**src/rtl/airi5c_ex_wb_stage.sv**
```systemverilog
// EX->WB pipeline stage: two-entry skid buffer behind the ALU with a
// registered ready, branch/jump redirect pulse, writeback word formation
// (ALU result or PC+4 link) and a forwarding tap on the head entry.
module airi5c_ex_wb_stage #(
  parameter int XLEN   = 32,
  parameter int REG_AW = 5
) (
  input  logic              clk_i,
  input  logic              rst_ni,
  input  logic              ex_valid_i,
  output logic              ex_ready_o,
  input  logic [XLEN-1:0]   ex_pc_i,
  input  logic [XLEN-1:0]   ex_alu_out_i,
  input  logic              ex_cmp_true_i,
  input  logic              ex_is_branch_i,
  input  logic              ex_is_jump_i,
  input  logic [XLEN-1:0]   ex_target_i,
  input  logic [REG_AW-1:0] ex_rd_i,
  input  logic              ex_we_i,
  input  logic              kill_i,
  output logic              wb_valid_o,
  input  logic              wb_ready_i,
  output logic [REG_AW-1:0] wb_rd_o,
  output logic              wb_we_o,
  output logic [XLEN-1:0]   wb_data_o,
  output logic              redirect_o,
  output logic [XLEN-1:0]   redirect_pc_o,
  output logic              fwd_valid_o,
  output logic [REG_AW-1:0] fwd_rd_o,
  output logic [XLEN-1:0]   fwd_data_o
);

  // state      | meaning
  // ST_EMPTY   | no entry held
  // ST_ONE     | head entry valid
  // ST_FULL    | head and skid entries valid, ready deasserted
  typedef enum logic [1:0] {
    ST_EMPTY = 2'd0,
    ST_ONE   = 2'd1,
    ST_FULL  = 2'd2
  } state_e;

  localparam logic [XLEN-1:0] PC_INC  = XLEN'(4);
  localparam logic [XLEN-1:0] LSB_ONE = XLEN'(1);

  state_e            state_q, state_d;
  logic              ready_q, ready_d;
  logic [REG_AW-1:0] head_rd_q, head_rd_d, skid_rd_q, skid_rd_d;
  logic              head_we_q, head_we_d, skid_we_q, skid_we_d;
  logic [XLEN-1:0]   head_data_q, head_data_d, skid_data_q, skid_data_d;
  logic              redirect_q, redirect_d;
  logic [XLEN-1:0]   redirect_pc_q, redirect_pc_d;

  logic              accept;
  logic              pop;
  logic              taken;
  logic              in_we;
  logic [XLEN-1:0]   in_data;

  assign wb_valid_o = (state_q != ST_EMPTY);
  assign accept     = ex_valid_i & ready_q;
  assign pop        = wb_valid_o & wb_ready_i;
  assign taken      = ex_is_jump_i | (ex_is_branch_i & ex_cmp_true_i);
  // Writes to x0 are dropped here so downstream never needs to check rd.
  assign in_we      = ex_we_i & (ex_rd_i != '0);
  assign in_data    = ex_is_jump_i ? (ex_pc_i + PC_INC) : ex_alu_out_i;

  // Next-state, buffer steering, redirect and registered-ready computation.
  always_comb begin
    state_d       = state_q;
    head_rd_d     = head_rd_q;
    head_we_d     = head_we_q;
    head_data_d   = head_data_q;
    skid_rd_d     = skid_rd_q;
    skid_we_d     = skid_we_q;
    skid_data_d   = skid_data_q;
    redirect_d    = accept & taken;
    redirect_pc_d = (accept & taken) ? (ex_target_i & ~LSB_ONE) : redirect_pc_q;

    case (state_q)
      ST_EMPTY: begin
        if (accept) begin
          state_d     = ST_ONE;
          head_rd_d   = ex_rd_i;
          head_we_d   = in_we;
          head_data_d = in_data;
        end
      end
      ST_ONE: begin
        if (accept && !pop) begin
          state_d     = ST_FULL;
          skid_rd_d   = ex_rd_i;
          skid_we_d   = in_we;
          skid_data_d = in_data;
        end else if (accept && pop) begin
          head_rd_d   = ex_rd_i;
          head_we_d   = in_we;
          head_data_d = in_data;
        end else if (pop) begin
          state_d = ST_EMPTY;
        end
      end
      ST_FULL: begin
        if (pop) begin
          state_d     = ST_ONE;
          head_rd_d   = skid_rd_q;
          head_we_d   = skid_we_q;
          head_data_d = skid_data_q;
        end
      end
      default: state_d = ST_EMPTY;
    endcase

    // A flush discards held entries and anything accepted on the same edge.
    if (kill_i) begin
      state_d       = ST_EMPTY;
      redirect_d    = 1'b0;
      redirect_pc_d = redirect_pc_q;
    end

    ready_d = (state_d != ST_FULL);
  end

  // State, buffer and redirect registers.
  always_ff @(posedge clk_i or negedge rst_ni) begin
    if (!rst_ni) begin
      state_q       <= ST_EMPTY;
      ready_q       <= 1'b0;
      head_rd_q     <= '0;
      head_we_q     <= 1'b0;
      head_data_q   <= '0;
      skid_rd_q     <= '0;
      skid_we_q     <= 1'b0;
      skid_data_q   <= '0;
      redirect_q    <= 1'b0;
      redirect_pc_q <= '0;
    end else begin
      state_q       <= state_d;
      ready_q       <= ready_d;
      head_rd_q     <= head_rd_d;
      head_we_q     <= head_we_d;
      head_data_q   <= head_data_d;
      skid_rd_q     <= skid_rd_d;
      skid_we_q     <= skid_we_d;
      skid_data_q   <= skid_data_d;
      redirect_q    <= redirect_d;
      redirect_pc_q <= redirect_pc_d;
    end
  end

  assign ex_ready_o    = ready_q;
  assign wb_rd_o       = head_rd_q;
  assign wb_we_o       = head_we_q;
  assign wb_data_o     = head_data_q;
  assign redirect_o    = redirect_q;
  assign redirect_pc_o = redirect_pc_q;
  assign fwd_valid_o   = wb_valid_o & head_we_q;
  assign fwd_rd_o      = head_rd_q;
  assign fwd_data_o    = head_data_q;

endmodule
```
**config.mk**
```make
export PLATFORM = sky130hd
export DESIGN_NAME = airi5c_ex_wb_stage
export DESIGN_NICKNAME = d
export VERILOG_FILES = /design/src/rtl/airi5c_ex_wb_stage.sv
export SDC_FILE = /design/constraint.sdc
export NUM_CORES = 1
export LEC_CHECK = 0
export ABC_AREA = 1
export ABC_CLOCK_PERIOD_IN_PS = 1300
export BUFFER_PORTS_ARGS = -buffer_cell sky130_fd_sc_hd__buf_2
export CAP_MARGIN = 10
export CELL_PAD_IN_SITES_DETAIL_PLACEMENT = 1
export CELL_PAD_IN_SITES_GLOBAL_PLACEMENT = 1
export CORE_ASPECT_RATIO = 2
export CORE_UTILIZATION = 31
export CTS_CLUSTER_DIAMETER = 60
export CTS_CLUSTER_SIZE = 28
export DETAILED_ROUTE_END_ITERATION = 6
export PLACE_DENSITY = 0.85
export SYNTH_ARGS = -nofsm -noshare
export SYNTH_HDL_FRONTEND = slang
export SYNTH_SLANG_ARGS = --single-unit
```
**constraint.sdc**
```tcl
create_clock -name clk_i -period 1.3 [get_ports clk_i]
set_clock_uncertainty 0.05 [all_clocks]
set_input_delay 0.195 -clock clk_i [delete_from_list [all_inputs] [get_ports clk_i]]
set_output_delay 0.195 -clock clk_i [all_outputs]
set_load 0.02 [all_outputs]
```
==> impl_results.md, run 1 <==
* Top routing layer in use: met4
* Post-Syn Area at 6100 um2
* DPL Wire Length at roughly 17000 um
* CP peak stage delay at 0.46 ns
* Syn-to-layout area delta at 55.1%
* Share of cells above drive strength 1 at 0.412
* Antenna violations before repair at 1
* Routed metal-1 wirelength at 9170 um
* Clock Latency Late Sink at around 0.35 ns
* TritonCTS buffer count at 9
* Seq cells post-synth at 111
* Yosys top cell by area: dfrtp_1
* Fin. Hold Viols at 0
* RSZ-0062 raised after global routing: yes
* Routed WL per cell at 19.7 um
* CP Capture Type: flop
* Fin crit period at 1.58 ns
* Starting DRT DRC Count at 327
* Crit start category: flop
* Final Power at 0.0117 W
* Min-delay src: ex_target_i[22]
* R2R Setup Slk at -0.28 ns
* Critical path arrival at 1.77 ns
* Die footprint at 20300 um2
* Sequential-to-total area share from yosys stat at 0.455
* Max IR drop VDD at about 640 uV
* First-pass GRT wire length at 38800 um
* Wire length on met2 at 15600 um
* Grt ovf at 0
* Total power divided by cell area at 1240 nW/um2
* Die height at approximately 200 um
* CP Class: reg2reg
* Mapped Cells at 850
* Vias at 7015
* Layout Cells excl Fill at 1407
* Synth unique cells at 31
* Starting Density at 0.316
* Fin nets at 1254
* Maximum clock frequency at roughly 630 MHz
* Register area at 2780 um2
* R2r endpoint: fwd_data_o[4]
* Ys Warns at 0
* Fin crit share at 1.21
* Final Util at 0.491
* Total Wirelength at 27700 um
* GRT Overall Usage at 0.252
* Reg2reg start: state_q[1]
* Clock Path Buffers at 2
* # fillers at 2471
* Detail Route met3 WL at 1160 um
* CP Data Required Time at 1.50 ns
* Status: finished, violations left
* Synth area leaders: dfrtp_1, nand2_1, buf_4
* Worst Reg-to-Reg Cells at 8
* Number of global-route vias before repair at 7309
* Worst Hold Depth at 3
* Tightest Pin Transition at 0.627 ns
* Sink Count at 111
* Final setup vio count at 113
* Most used cell, CP: nor2_4
* Crit path cell chain: nor2_4 > nor2_2 > nor2_4 > inv_8 > buf_6 > a21oi_1 > o21ai_1 > o21a_1
* Hold/Removal Path Class: in2reg
* Clock transition at path regs at 0.07 ns
* IO buf count at 218
* Row count at 72
* Failing checks: setup timing
* Via-per-instance ratio at roughly 5
* Number of max-cap violations at 0
* Drt pass-1 iters at 4
* Multi-input logic area at 3070 um2
* Drc violations at 0
* Setup WS post-layout at -0.275 ns
* Syn nets at between 900 and 1000
* # placed instances at 1332
* CTS Root Buffer Type: clkbuf_16
* CTS H-tree lvls at 3
* CP Max Fanout at 8
* Setup TNS at -17.35 ns
* Final Max Slew Viols at 0
* Hold EP: redirect_pc_o[22]
* CTS tree: built
* Slowest CP cell: dfrtp_2
* Worst slew margin at 0.577
* # IOs at 221
* Syn_area_per_cell at 7.18 um2
* RePlAce Congestion at 0.853
* Largest net degree at the start of global routing at 48
* Synth top area share at 0.455
* Leakage at 4.98 nW
* Core area at just under 20000 um2
* Die width at ~100 um
* Number of nets with antenna violations after routing at 0
-- metal layers --
layer,vias up,global-route usage
met3,97,0.0244
li1,3211,-
met2,249,0.500
met5,-,0
met4,0,0.123
met1,3458,0.247
-- sequential cells by signal, indices dropped and copies added (netlist names) --
signal and flops:
fwd_data_o 32, skid_rd_q 5, fwd_rd_o 5, skid_we_q 1
ex_ready_o 1, state_q 2, redirect_o 1, wb_we_o 1
skid_data_q 32, redirect_pc_o 31
-- area by class of cell --
| cell class | instances | share of cell area |
|---|---|---|
| tap | 259 | 0.0342 |
| multi-input combinational | 607 | 0.324 |
| clock inverter | 5 | 0.00859 |
| inverter | 60 | 0.0262 |
| clock buffer | 10 | 0.0252 |
| antenna | 1 | 0.000264 |
| timing repair buffer | 354 | 0.288 |
| sequential | 111 | 0.294 |
-- through the flow --
step                setup WS [ns]  cell area [um2]  hold WS [ns]
floorplan                 -0.0587             6180        -0.151
global placement           -0.318             7860        0.0354
detailed placement         -0.386             7860        0.0345
CTS                        -0.173             9000    0.00000994
global route               -0.344             9470        0.0206
finish                     -0.275             9470       0.00654
-- worst max path at each step --
stage | from | endpoint | cells after the start
finish | state_q[1] | fwd_data_o[4] | 8
CTS | state_q[1] | fwd_data_o[4] | 8
floorplan | ex_ready_o | fwd_data_o[12] | 8
global route | state_q[1] | fwd_data_o[4] | 8
global placement | ex_pc_i[2] | fwd_data_o[18] | 11
detailed placement | ex_pc_i[14] | fwd_data_o[29] | 12
-- logic make-up after synthesis --
kind of cell / count (synthesis) / share of synthesized area
fa+ha+maj: 1 / 0.00205
buf+inv: 132 / 0.110
xor+xnor: 5 / 0.00718
simple gates: 499 / 0.335
compound gates: 100 / 0.0888
mux: 1 / 0.00164
other cells: 1 / 0.000615
flops: 111 / 0.455
-- worst max-delay path, delay by kind of cell (launching register included) --
family / cells / cell delay, ns
and+or+nand+nor: 3 / 0.39
DFF: 1 / 0.46
AOI/OAI and AO/OA: 3 / 0.35
buffers and inverters: 2 / 0.23
-- placed cells by master, fill, tap and decap left out, types with 3 or more instances in the layout --
master,count
nand3_1,50
buf_12,18
o21ai_0,8
clkbuf_16,15
buf_6,19
buf_8,3
dlygate4sd3_1,22
a31oi_1,9
nand2_4,26
buf_4,66
buf_16,6
a21oi_1,14
nor2_4,9
nor2_2,10
a21oi_2,15
inv_2,6
xor2_1,3
o211ai_1,3
nor2_1,48
o21ai_1,39
inv_1,50
dfrtp_1,107
nand2_2,46
nand2_1,304
o21bai_1,5
buf_2,214
dfrtp_2,4
-- report_power, final --
part | internal, W | switching [W] | leakage (nW) | total (W)
sequential | 0.00416 | 0.000544 | 1.36 | 0.00470
combinational | 0.00152 | 0.00238 | 3.47 | 0.00390
clock | 0.00174 | 0.00135 | 0.155 | 0.00309
total | 0.00742 | 0.00427 | 4.98 | 0.0117
-- synthesized netlist by cell type, drive strengths merged --
| cell type | count |
|---|---|
| a21oi | 30 |
| a31oi | 9 |
| and2 | 1 |
| buf | 61 |
| clkbuf | 11 |
| conb | 1 |
| dfrtp | 111 |
| ha | 1 |
| inv | 60 |
| mux2i | 1 |
| nand2 | 376 |
| nand3 | 51 |
| nand3b | 2 |
| nor2 | 67 |
| nor3 | 2 |
| o211ai | 3 |
| o21a | 2 |
| o21ai | 49 |
| o21bai | 5 |
| o31ai | 2 |
| xnor2 | 2 |
| xor2 | 3 |
-- timing repair --
| item | CTS | global route |
|---|---|---|
| pin swaps | 12 | 12 |
| hold endpoints to repair | 132 | 0 |
| hold buffers | 22 | 0 |
| endpoints found under the setup margin | 113 | 114 |
| setup buffers | 16 | 11 |
| gates cloned | 11 | 7 |
| resized for setup | 71 | 106 |
No activity file was read; power rests on OpenSTA's default activity.
==> run 2: changes to the inputs <==
--- a/config.mk
+++ b/config.mk
@@ -6,17 +6,17 @@
 export NUM_CORES = 1
 export LEC_CHECK = 0
 export ABC_AREA = 1
-export ABC_CLOCK_PERIOD_IN_PS = 1300
+export ABC_CLOCK_PERIOD_IN_PS = 2000
 export BUFFER_PORTS_ARGS = -buffer_cell sky130_fd_sc_hd__buf_2
 export CAP_MARGIN = 10
 export CELL_PAD_IN_SITES_DETAIL_PLACEMENT = 1
 export CELL_PAD_IN_SITES_GLOBAL_PLACEMENT = 1
 export CORE_ASPECT_RATIO = 2
-export CORE_UTILIZATION = 31
+export CORE_UTILIZATION = 38
 export CTS_CLUSTER_DIAMETER = 60
 export CTS_CLUSTER_SIZE = 28
 export DETAILED_ROUTE_END_ITERATION = 6
-export PLACE_DENSITY = 0.85
+export PLACE_DENSITY = 0.95
 export SYNTH_ARGS = -nofsm -noshare
 export SYNTH_HDL_FRONTEND = slang
 export SYNTH_SLANG_ARGS = --single-unit
==> constraint.sdc (replaced) <==
create_clock -name clk_i -period 2 [get_ports clk_i]
set_clock_uncertainty 0.05 [all_clocks]
set_input_delay 0.3 -clock clk_i [delete_from_list [all_inputs] [get_ports clk_i]]
set_output_delay 0.3 -clock clk_i [all_outputs]
set_load 0.02 [all_outputs]
==> run 2 against run 1 <==
Compared with the run above: the run now ends clean; cell count shrank 13%; via count shrank 12%; routed wire length shrank 30%; fmax shrank 9.1%; critical endpoint is now fwd_data_o[17]; largest power group unchanged.
==> impl_results.md, run 2 (synthesized netlist as in run 1, its figures left out) <==
* Met3 track demand over resource at 0.0274
* Die height at 181 um
* Final Util at 0.478
* CP peak stage delay at 0.38 ns
* Die footprint at about 17000 um2
* Number of max-cap violations at 0
* Crit path cell chain: nand2_1 > nand2_1 > nand2_1 > nor2_4 > inv_2 > buf_4 > a21oi_1 > o21ai_1 > nand2_1
* Met1 GRT Util at 0.255
* Number of nets with antenna violations after routing at 0
* Ant. Diodes at 0
* # fillers at roughly 2100
* Register area at 2780 um2
* Setup TNS at 0 ns
* Routed WL per cell at 15.8 um
* IO buf count at 218
* Final setup vio count at 0
* Most used cell, CP: nand2_1
* Fin crit period at 1.73 ns
* Core area at around 16000 um2
* Cell area after layout at 7500 um2
* Most frequent cells in the layout: nand2_1, buf_2, dfrtp_1
* Tightest Pin Transition at around 0.93 ns
* Critical path arrival at 1.92 ns
* Max IR drop VDD at roughly 660 uV
* Buf/Inv on CP at 2
* Syn-to-layout area delta at 22.9%
* CTS tree: built
* Fin. Hold Viols at 0
* Total power divided by cell area at between 800 and 900 nW/um2
* Multi-input logic area at approximately 2700 um2
* Crit start category: flop
* Hold/Removal Path Class: in2reg
* RePlAce Congestion at about 0.86
* CP Data Required Time at 2.18 ns
* Starting Density at 0.389
* Share of cells above drive strength 1 at 0.270
* Total Wirelength at 19400 um
* Clock transition at path regs at 0.08 ns
* Maximum clock frequency at between 500 and 600 MHz
* GRT Overall Usage at 0.241
* Total setup buffers inserted after CTS at 0
* Commonest non-fill, non-tap cell in the layout: nand2_1
* RSZ-0062 raised after global routing: no
* Number of global-route vias before repair at 6433
* Grt ovf at 0
* Pre-CTS WS at 0.149 ns
* First-pass GRT wire length at 31600 um
* Sink Count at 111
* Via-per-instance ratio at 5.00
* Slowest CP cell: dfrtp_1
* Fin nets at 1134
* CP Class: reg2reg
* Status: completed
* Leakage at 4.13 nW
* Drt pass-1 iters at 5
* Vias at slightly above 6000
* CTS Root Buffer Type: clkbuf_16
* Row count at 65
* Most Crowded Layer GR: met2
* Largest net degree at the start of global routing at 50
* CP Capture Type: flop
* Post-Place Cell Area at 7190 um2
* CTS H-tree lvls at 3
* Drc violations at 0
* Final Max Slew Viols at 0
* Met2 usage at 0.460
* # IOs at 221
* CP Max Fanout at 14
* Setup WS post-layout at 0.267 ns
* TritonCTS buffer count at 9
* CP top delay family: simple AND/OR/NAND/NOR gates
* Fin crit share at 0.866
* Die width at 91.6 um
* Starting DRT DRC Count at just over 200
* Worst slew margin at 0.380
* DPL Wire Length at roughly 15000 um
* Clock Latency Late Sink at between 0.3 and 0.4 ns
* Clock Path Buffers at 2
* Antenna violations before repair at 0
[run 2: worst paths after layout]
kind / startpoint / to / slack [ns] / cells past startpoint
max: ex_ready_o / fwd_data_o[17] / 0.27 / 9
min: ex_target_i[12] / redirect_pc_o[12] / 0.1 / 3
max reg2reg: ex_ready_o / fwd_data_o[17] / 0.27 / 9
min reg2reg: redirect_pc_o[15] / redirect_pc_o[15] / 0.42 / 2
max in group asynchronous: rst_ni / skid_data_q[31] / 1.00 / 3
min in group asynchronous: rst_ni / fwd_data_o[1] / 0.32 / 2
[run 2: what timing repair did]
action                    CTS  global route
resized for setup           0             0
hold buffers                1             0
hold endpoints to repair   16             0
[run 2: layer usage]
metal | wire length [um] | vias to the layer above
met5 | 0 | -
met4 | 883 | 0
met3 | 652 | 45
met2 | 10600 | 181
met1 | 7290 | 2955
li1 | - | 2963
[run 2: final cells by class]
cell class,instances,share of cell area
clock inverter,6,0.00835
sequential,111,0.371
multi-input combinational,607,0.356
timing repair buffer,234,0.171
inverter,60,0.0300
tap,201,0.0336
clock buffer,10,0.0305
[run 2: worst reg2reg max path, stage by stage, from the launching register on]
cell     delay (ns)
dfrtp_1        0.38
nand2_1        0.21
nand2_1        0.10
nand2_1        0.11
nor2_4         0.04
inv_2          0.24
buf_4          0.26
a21oi_1        0.06
o21ai_1        0.09
nand2_1        0.06
[run 2: stage by stage]
stage	hold WS (ns)	cells	power, W
final	0.0957	1229	0.00669
after global routing	0.0948	1229	0.00711
after CTS	0.0893	1229	0.00678
after detailed placement	0.149	1212	0.00496
after global placement	0.147	1212	0.00487
after floorplan	-0.0456	850	0.00430
[run 2: power by group]
group / switching [W] / internal, W
Combinational: 0.00128 / 0.000659
Clock: 0.000904 / 0.000884
Sequential: 0.000261 / 0.00270
Total: 0.00245 / 0.00424
==> run 3: changes to the inputs <==
--- a/config.mk
+++ b/config.mk
@@ -17,6 +17,7 @@
 export CTS_CLUSTER_SIZE = 28
 export DETAILED_ROUTE_END_ITERATION = 6
 export PLACE_DENSITY = 0.95
+export RECOVER_POWER = 100
 export SYNTH_ARGS = -nofsm -noshare
 export SYNTH_HDL_FRONTEND = slang
 export SYNTH_SLANG_ARGS = --single-unit
==> run 3 against run 2 <==
Compared with the run above: critical path depth fell by 1; sequential power barely moved; count of clock-buffer cells in the layout stayed put; first-iteration DRC count decreased by 9.8%; sequential cell count did not move; fmax down 1.6%; combinational power is 7% lower; clock power about the same; register-to-register slack worse by 0.03 ns; total power fell by 1.9%; non-clock buffer count did not move; global-route usage is the same; largest power group unchanged; highest routed layer unchanged.
==> impl_results.md, run 3 (synthesized netlist as in run 1, its figures left out) <==
* Fin crit period at 1.76 ns
* Final Max Slew Viols at 0
* Starting DRT DRC Count at 185
* R2r endpoint: fwd_data_o[17]
* Critical path arrival at 1.94 ns
* Die footprint at 16600 um2
* Tightest Pin Transition at between 1 and 1.5 ns
* Share of cells above drive strength 1 at 0.160
* Via-per-instance ratio at 5.01
* Clock Path Buffers at 2
* CTS tree: built
* Number of nets with antenna violations after routing at 0
* Clock Latency Late Sink at 0.34 ns
* TritonCTS buffer count at 9
* # IOs at around 220
* Ant. Diodes at 0
* Hold EP: state_q[0]
* Final Power at ~0.0066 W
* Worst slew margin at 0.228
* Drc violations at 0
* Vias at 6157
* Leakage at about 3.8 nW
* CP Max Fanout at 14
* Crit start category: flop
* RSZ-0062 raised after global routing: no
* Fin. Hold Viols at 0
* Worst Reg-to-Reg Cells at 8
* Min-delay src: kill_i
* Worst Hold Depth at 2
* Core area at 15700 um2
* Antenna violations before repair at 0
* Largest net degree at the start of global routing at 50
* CP Class: reg2reg
* Post-Place Cell Area at 7190 um2
* # fillers at between 2000 and 2500
* Die width at between 90 and 100 um
* Total Wirelength at about 19000 um
* R2R Setup Slk at between 0.2 and 0.25 ns
* CP Capture Type: flop
* Max IR drop VDD at approximately 650 uV
* IO buf count at 218
* Total power divided by cell area at 897 nW/um2
* Row count at 65
* Cell area after layout at 7310 um2
* Starting Density at 0.389
* Grt ovf at 0
* Final setup vio count at 0
* Commonest non-fill, non-tap cell in the layout: nand2_1
* Clock transition at path regs at around 0.08 ns
* Maximum clock frequency at 568 MHz
* RePlAce Congestion at 0.858
* Drt pass-1 iters at 5
* Most frequent cells in the layout: nand2_1, clkbuf_1, dfrtp_1
* Routed WL per cell at ~16 um
* Fin nets at roughly 1100
* Reg2reg start: state_q[0]
* Number of global-route vias before repair at 6433
* Sink Count at 111
* CTS Root Buffer Type: clkbuf_16
* Number of max-cap violations at 0
* Setup TNS at 0 ns
* First-pass GRT wire length at 31600 um
* Die height at 181 um
* CTS H-tree lvls at 3
* Fin crit share at 0.880
* Status: completed
* DPL Wire Length at 14900 um
* Final Util at 0.466
* GRT Overall Usage at 0.241
* Hold/Removal Path Class: in2reg
* Syn-to-layout area delta at 19.9%
* CP Data Required Time at approximately 2.2 ns
run 3: changes by cell type in the layout (fill, tap and decap cells not counted), moves of 2 or more:
cell      before  now
buf_2        217  108
buf_4         11    7
clkbuf_1       1  111
clkbuf_2       0    3
nor2_1        52   54
o21ai_0       11   42
o21ai_1       38    7
run 3: repair_timing:
action,in CTS,in global routing
hold buffers,1,0
resized for setup,0,0
endpoints found under the hold margin,16,0
buffers inserted,0,0
run 3: how the worst max path moves through the flow:
| stage | cells after the start | from | slack [ns] | endpoint |
|---|---|---|---|---|
| 6_report | 8 | state_q[0] | 0.24 | fwd_data_o[17] |
| 5_1_grt | 8 | state_q[0] | 0.09 | fwd_data_o[17] |
| 4_1_cts | 9 | ex_ready_o | 0.24 | fwd_data_o[17] |
| 3_5_place_dp | 11 | ex_pc_i[2] | 0.15 | fwd_data_o[16] |
| 3_3_place_gp | 11 | ex_pc_i[2] | 0.21 | fwd_data_o[16] |
| 2_1_floorplan | 8 | ex_ready_o | 0.54 | fwd_data_o[12] |
run 3: final cells by class:
type	instances	area [um2]	share of cell area
sequential	111	2780	0.380
clock buffer	10	229	0.0313
tap	201	251	0.0344
multi-input combinational	607	2650	0.362
clock inverter	6	62.6	0.00855
timing repair buffer	234	1120	0.153
inverter	60	225	0.0308
run 3: metrics by stage:
stage	instances	worst slack, ns	hold slack [ns]
6_report	1229	0.240	0.0882
5_1_grt	1229	0.0874	0.0785
4_1_cts	1229	0.239	0.0893
3_5_place_dp	1212	0.149	0.149
3_3_place_gp	1212	0.210	0.147
2_1_floorplan	850	0.543	-0.0456
run 3: worst max-delay path: stages, from the launching register on:
cell	delay [ns]
dfrtp_1	0.47
nor2_2	0.07
nor2_1	0.14
nor2_1	0.09
inv_2	0.25
clkbuf_2	0.33
a21oi_1	0.07
o21ai_0	0.10
nand2_1	0.07
run 3: layer usage:
layer | vias to the layer above | share of wire | track usage | routed length (um)
met5 | - | 0 | 0 | 0
met4 | 0 | 0.045 | 0.119 | 870
met3 | 46 | 0.037 | 0.0274 | 718
met2 | 190 | 0.54 | 0.460 | 10600
met1 | 2961 | 0.37 | 0.255 | 7260
li1 | 2960 | - | - | -
run 3: report_power, final:
| part | total, W | switching, W | internal [W] |
|---|---|---|---|
| clock | 0.00178 | 0.000899 | 0.000884 |
| combinational | 0.00180 | 0.00127 | 0.000533 |
| sequential | 0.00297 | 0.000274 | 0.00270 |
